File: src/rtl/uart_debug_ctrl.sv
// Debug command controller: parses host packets from the UART (ping, halt, go,
// word write, word read), drives the memory backdoor ports and returns ACK/data.
module uart_debug_ctrl #(
  parameter logic [31:0] DMEM_BASE    = 32'h0000_4000,
  parameter int unsigned TIMEOUT_CLKS = 100000
) (
  input  logic        CLK,
  input  logic        RST,
  input  logic [7:0]  rx_byte,
  input  logic        rx_valid,
  output logic [7:0]  tx_byte,
  output logic        tx_start,
  input  logic        tx_busy,
  output logic        imem_we,
  output logic        dmem_we,
  output logic        imem_re,
  output logic        dmem_re,
  output logic [31:0] debug_addr,
  output logic [31:0] debug_data,
  input  logic [31:0] imem_rdata,
  input  logic [31:0] dmem_rdata,
  output logic        cpu_halt
);

  typedef enum logic [2:0] {
    IDLE, ADDR, DATA, WR, RD_REQ, RD_CAP, SEND, SEND_WAIT
  } state_t;

  localparam logic [7:0] CMD_W = 8'h57;
  localparam logic [7:0] CMD_R = 8'h52;
  localparam logic [7:0] CMD_P = 8'h50;
  localparam logic [7:0] CMD_H = 8'h48;
  localparam logic [7:0] CMD_G = 8'h47;
  localparam logic [7:0] ACK   = 8'h41;

  state_t      state_q;
  logic        is_wr_q;
  logic [1:0]  byte_cnt_q;
  logic [31:0] addr_q;
  logic [31:0] data_q;
  logic [31:0] tx_buf_q;
  logic [2:0]  tx_cnt_q;
  logic [31:0] to_cnt_q;
  logic        wait_first_q;
  logic        dsel_q;
  logic        cpu_halt_q;
  logic [7:0]  tx_byte_q;
  logic        imem_we_q, dmem_we_q, imem_re_q, dmem_re_q;

  logic [31:0] addr_d;
  logic [31:0] data_d;
  logic [31:0] rdata_sel;
  logic        timeout;

  assign addr_d    = {addr_q[23:0], rx_byte};
  assign data_d    = {data_q[23:0], rx_byte};
  assign rdata_sel = dsel_q ? dmem_rdata : imem_rdata;
  assign timeout   = (to_cnt_q == TIMEOUT_CLKS);

  assign debug_addr = {addr_q[31:2], 2'b00};
  assign debug_data = data_q;
  assign cpu_halt   = cpu_halt_q;
  assign tx_byte    = tx_byte_q;
  assign imem_we    = imem_we_q;
  assign dmem_we    = dmem_we_q;
  assign imem_re    = imem_re_q;
  assign dmem_re    = dmem_re_q;
  // Gated by the live tx_busy so a transceiver still busy after reset is honoured.
  assign tx_start   = (state_q == SEND) && !tx_busy;

  always_ff @(posedge CLK or posedge RST) begin
    if (RST) begin
      state_q      <= IDLE;
      is_wr_q      <= 1'b0;
      byte_cnt_q   <= '0;
      addr_q       <= '0;
      data_q       <= '0;
      tx_buf_q     <= '0;
      tx_cnt_q     <= '0;
      to_cnt_q     <= '0;
      wait_first_q <= 1'b0;
      dsel_q       <= 1'b0;
      cpu_halt_q   <= 1'b1;
      tx_byte_q    <= '0;
      imem_we_q    <= 1'b0;
      dmem_we_q    <= 1'b0;
      imem_re_q    <= 1'b0;
      dmem_re_q    <= 1'b0;
    end else begin
      imem_we_q <= 1'b0;
      dmem_we_q <= 1'b0;
      imem_re_q <= 1'b0;
      dmem_re_q <= 1'b0;
      case (state_q)
        IDLE: begin
          if (rx_valid) begin
            case (rx_byte)
              CMD_W, CMD_R: begin
                is_wr_q    <= (rx_byte == CMD_W);
                byte_cnt_q <= '0;
                to_cnt_q   <= '0;
                state_q    <= ADDR;
              end
              CMD_P, CMD_H, CMD_G: begin
                if (rx_byte == CMD_H) cpu_halt_q <= 1'b1;
                if (rx_byte == CMD_G) cpu_halt_q <= 1'b0;
                tx_buf_q  <= {ACK, 24'h0};
                tx_cnt_q  <= 3'd1;
                tx_byte_q <= ACK;
                state_q   <= SEND;
              end
              default: ;
            endcase
          end
        end
        ADDR: begin
          if (rx_valid) begin
            addr_q     <= addr_d;
            to_cnt_q   <= '0;
            byte_cnt_q <= byte_cnt_q + 2'd1;
            if (byte_cnt_q == 2'd3) begin
              if (is_wr_q) begin
                state_q <= DATA;
              end else begin
                // Read strobe is registered on entry so it is high while in RD_REQ.
                dsel_q    <= (addr_d >= DMEM_BASE);
                dmem_re_q <= (addr_d >= DMEM_BASE);
                imem_re_q <= (addr_d <  DMEM_BASE);
                state_q   <= RD_REQ;
              end
            end
          end else if (timeout) begin
            state_q <= IDLE;
          end else begin
            to_cnt_q <= to_cnt_q + 32'd1;
          end
        end
        DATA: begin
          if (rx_valid) begin
            data_q     <= data_d;
            to_cnt_q   <= '0;
            byte_cnt_q <= byte_cnt_q + 2'd1;
            if (byte_cnt_q == 2'd3) begin
              dmem_we_q <= (addr_q >= DMEM_BASE);
              imem_we_q <= (addr_q <  DMEM_BASE);
              state_q   <= WR;
            end
          end else if (timeout) begin
            state_q <= IDLE;
          end else begin
            to_cnt_q <= to_cnt_q + 32'd1;
          end
        end
        WR: begin
          tx_buf_q  <= {ACK, 24'h0};
          tx_cnt_q  <= 3'd1;
          tx_byte_q <= ACK;
          state_q   <= SEND;
        end
        RD_REQ: state_q <= RD_CAP;
        RD_CAP: begin
          tx_buf_q  <= rdata_sel;
          tx_cnt_q  <= 3'd4;
          tx_byte_q <= rdata_sel[31:24];
          state_q   <= SEND;
        end
        SEND: begin
          if (!tx_busy) begin
            wait_first_q <= 1'b1;
            state_q      <= SEND_WAIT;
          end
        end
        SEND_WAIT: begin
          if (wait_first_q) begin
            wait_first_q <= 1'b0;
          end else if (!tx_busy) begin
            tx_buf_q <= {tx_buf_q[23:0], 8'h00};
            tx_cnt_q <= tx_cnt_q - 3'd1;
            if (tx_cnt_q == 3'd1) begin
              state_q <= IDLE;
            end else begin
              tx_byte_q <= tx_buf_q[23:16];
              state_q   <= SEND;
            end
          end
        end
        default: state_q <= IDLE;
      endcase
    end
  end

endmodule

File: config.mk
export PLATFORM = sky130hd
export DESIGN_NAME = uart_debug_ctrl
export DESIGN_NICKNAME = d
export VERILOG_FILES = /design/src/rtl/uart_debug_ctrl.sv
export SDC_FILE = /design/constraint.sdc
export NUM_CORES = 1
export LEC_CHECK = 0
export CORE_UTILIZATION = 55
export DETAILED_ROUTE_END_ITERATION = 10
export HOLD_SLACK_MARGIN = 0.05
export PLACE_DENSITY = 0.85
export SLEW_MARGIN = 10
export SYNTH_ARGS = -nofsm -noshare
export SYNTH_HDL_FRONTEND = slang
export SYNTH_SLANG_ARGS = --single-unit
File: constraint.sdc
create_clock -name CLK -period 10.6 [get_ports CLK]
set_clock_uncertainty 0.05 [all_clocks]
set_input_delay 1.59 -clock CLK [delete_from_list [all_inputs] [get_ports CLK]]
set_output_delay 1.59 -clock CLK [all_outputs]
set_load 0.01 [all_outputs]
==> impl_results.md <==
- Crit Path Class: in2out
- Antenna violations before repair: 0
- Slew @ Worst Pin: 1026 ps
- Clock power frac: 25.6%
- Slew Limit Fails: 0
- Sequential power share: 39.0%
- Layout net count: 886
- HPWL after detailed placement: 12340 µm
- CTS root buf: clkbuf_16
- Routed len/inst: 18.40 µm
- Pre-Repair DR Iteration Count: 5
- Post-synthesis cell area: 7538 µm²
- Worst R2R Setup Slack: 7630 ps
- Die ar.: 14180 µm²
- Number of routed nets with antenna violations: 0
- # fillers: 901
- Die width: 119.1 µm
- Grt ovf: 0
- Port bufs: 151
- Status: finished clean
- H-tree depth: 4
- Final wirelength: 18290 µm
- CP cell instances: clkdlybuf4s50_1, nor4_1, clkdlybuf4s50_1
- Pin count of the biggest net entering global routing: 83
- Worst Hold Class: reg2reg
- Sw power: 0.8221 mW
- CP top delay family: buffers and inverters
- Leakage power: 4.197 nW
- DP Worst Slack: 5926 ps
- Largest vdd supply drop: 0.1958 mV
- Post-synthesis sequential area ratio: 47.82%
- Diodes inserted: 0
- EDFF count, synth: 0
- Reg2Reg Depth: 5
- CP max FO: 4
- CTS buffer count: 17
- TNS Setup: 0 ps
- Sw Ratio: 35.28%
- Min Tclk post-route: 4682 ps
- DR iter-0 viols: 501
- Ys Warns: 0
- RSZ-0062 raised after global routing: no
- Die H: 119.1 µm
- Crit. path cell count: 3
- Worst path required time: 8960 ps
- Tot GR Track Use: 26.80%
- Prevailing post-synth register cell: dfrtp_1
- Clock net sink count: 144
- Via-to-Cell Ratio: 6.030
- Slew HR: 31.61%
- CTS Hold Bufs: 0
- Most common cell after layout, fill and taps aside: clkdlybuf4s50_1
- Routed vias: 5994
- Yosys reg bits: 144
- Hold Crit Depth: 1
- Largest stage delay, worst path: 630 ps
- Largest buffer count on any clock path: 2
- Fraction of layout cells with a size suffix above 1: 15.28%
- Hold path startpoint: tx_buf_q[3]
- GP Congestion: 0.8537
- Worst R2R End: to_cnt_q[13]
- FFs w/ async S/R, synth: 100.0%
- Final hold slack: 443.8 ps
- Comb power frac: 35.4%
- Post-synthesis cell type count: 73
- Post-Place Cells: 962
- Synthesized netlist cell count: 699
- TritonCTS clock tree: built
- Worst reg2reg startpoint: state_q[1]
- Finished Layout Cells: 994
- Multi-input combinational cell area: 3440 µm²
- Final worst slack: 5918 ps
- # rows: 42
- Number of global-route vias before repair: 6026
- Final setup fails: 0
- Max Clk Rate: 213.6 MHz
- Most common cell on crit path: clkdlybuf4s50_1
- Worst-skew pair later-pin latency: 430 ps
- Endpoints failing hold: 0
- Residual DRC count: 0
- Core Util, Final: 71.23%
- CP Capture Type: output pin
- Avg Inst Size Synth: 10.78 µm²
- Core area: 13300 µm²
- Postcts setup bufs: 0
- PostCTS Resize Cnt: 0
- Number of I/O pins: 154
- First-pass GRT wire length: 30150 µm
- Critical-path top delay cell: clkdlybuf4s50_1
- Setup crit start: tx_busy
- Critical Path AT: 3040 ps
- FF+latch area: 3607 µm²
- P&R area growth vs syn: 25.63%
- Fin crit share: 44.17%
- Pint: 1.508 mW
- Initial Util: 56.70%
- WP buf/inv: 2
- Setup crit end: tx_start
- Pwr dens: 246.1 nW/µm²
- CP startpoint kind: primary input
- Most frequent cells in the layout: clkdlybuf4s50_1, dfrtp_1, mux2_2
- Max_cap viols: 0
- Clk pin slew, worst setup/hold paths: 60 ps
how the worst min path moves through the flow:
stage / end
floorplan: byte_cnt_q[1]
global placement: byte_cnt_q[1]
detailed placement: byte_cnt_q[1]
CTS: tx_buf_q[2]
global route: tx_buf_q[2]
finish: tx_buf_q[3]
per-layer routing:
metal / routed length, µm / global-route usage (%)
met5: 0 / 0
met4: 452 / 10.92
met3: 1084 / 5.987
met2: 9311 / 45.68
met1: 7443 / 32.79
per-stage QoR:
| stage | power (mW) | cell area (µm²) |
|---|---|---|
| 2_1_floorplan | 1.406 | 7542 |
| 3_3_place_gp | 1.673 | 8881 |
| 3_5_place_dp | 1.716 | 8881 |
| 4_1_cts | 2.329 | 9470 |
| 5_1_grt | 2.445 | 9470 |
| 6_report | 2.330 | 9470 |
power groups by stage:
stage	clock [mW]	combinational [mW]	sequential [mW]
final	0.597	0.824	0.909
after CTS	0.599	0.825	0.905
after detailed placement	0	0.809	0.907
after global routing	0.623	0.889	0.933
after floorplan	0	0.555	0.851
after global placement	0	0.781	0.891
worst reg2reg max path, cell delays in order (launching register included):
cell and delay [ps]:
dfrtp_2 1030, nor2_4 210, or3_4 460, nor4_4 720, o21ai_0 250, a21oi_1 170
synth_stat cells, types with 2 or more instances:
library cell    n  area share (%)
dfrtp_1       143              47
mux2_2         64             9.6
nor2_1         45             2.2
a21oi_1        41             2.7
nand2_1        35             1.7
buf_4          34             3.4
mux2i_1        34             4.5
o21ai_0        28             1.9
o31ai_1        22             2.2
buf_2          19             1.3
nand4_1        18             1.5
nand3_1        16             1.1
inv_1          15            0.75
nor4_1         13             1.1
o21ai_1        13            0.86
or3_1          12             1.0
xor2_1         10             1.2
clkbuf_1        8            0.40
o2bb2ai_1       8            0.93
a32o_1          7            0.93
and3_1          7            0.58
or4_1           7            0.70
and2_1          6            0.50
buf_1           5            0.25
ha_1            5            0.83
nor3_1          5            0.33
a21o_1          4            0.40
and4_1          4            0.46
buf_6           4            0.60
nand2b_1        4            0.33
a2111oi_0       3            0.35
nand3b_1        3            0.30
nor4_4          3            0.85
nor4b_1         3            0.35
or4b_1          3            0.40
xnor2_1         3            0.35
a22o_1          2            0.23
a31oi_1         2            0.17
a32oi_1         2            0.23
nand4b_1        2            0.23
nand4bb_1       2            0.30
nor2_4          2            0.30
o211ai_1        2            0.20
o22ai_1         2            0.17
registers in the layout (all words and copies together), names as in the netlist, 2 cells and up:
signal      flops
tx_buf_q       24
tx_byte         8
state_q         3
tx_cnt_q        3
addr_q         32
debug_data     32
byte_cnt_q      2
to_cnt_q       32
cell type report:
cell class | instances | share of cell area (%)
clock buffer | 20 | 4.822
clock inverter | 12 | 1.400
inverter | 16 | 0.6870
multi-input combinational | 470 | 36.32
sequential | 144 | 38.09
tap | 176 | 2.325
timing repair buffer | 156 | 16.36
kinds of logic after synthesis:
family | Yosys count | synth area share (%)
compound gates | 146 | 12.55
fa+ha+maj | 5 | 0.8299
xor+xnor | 13 | 1.510
simple gates | 205 | 16.28
buf+inv | 86 | 6.689
other cells | 1 | 0.04974
mux | 99 | 14.27
flops | 144 | 47.82
No activity file was read; power rests on OpenSTA's default activity.
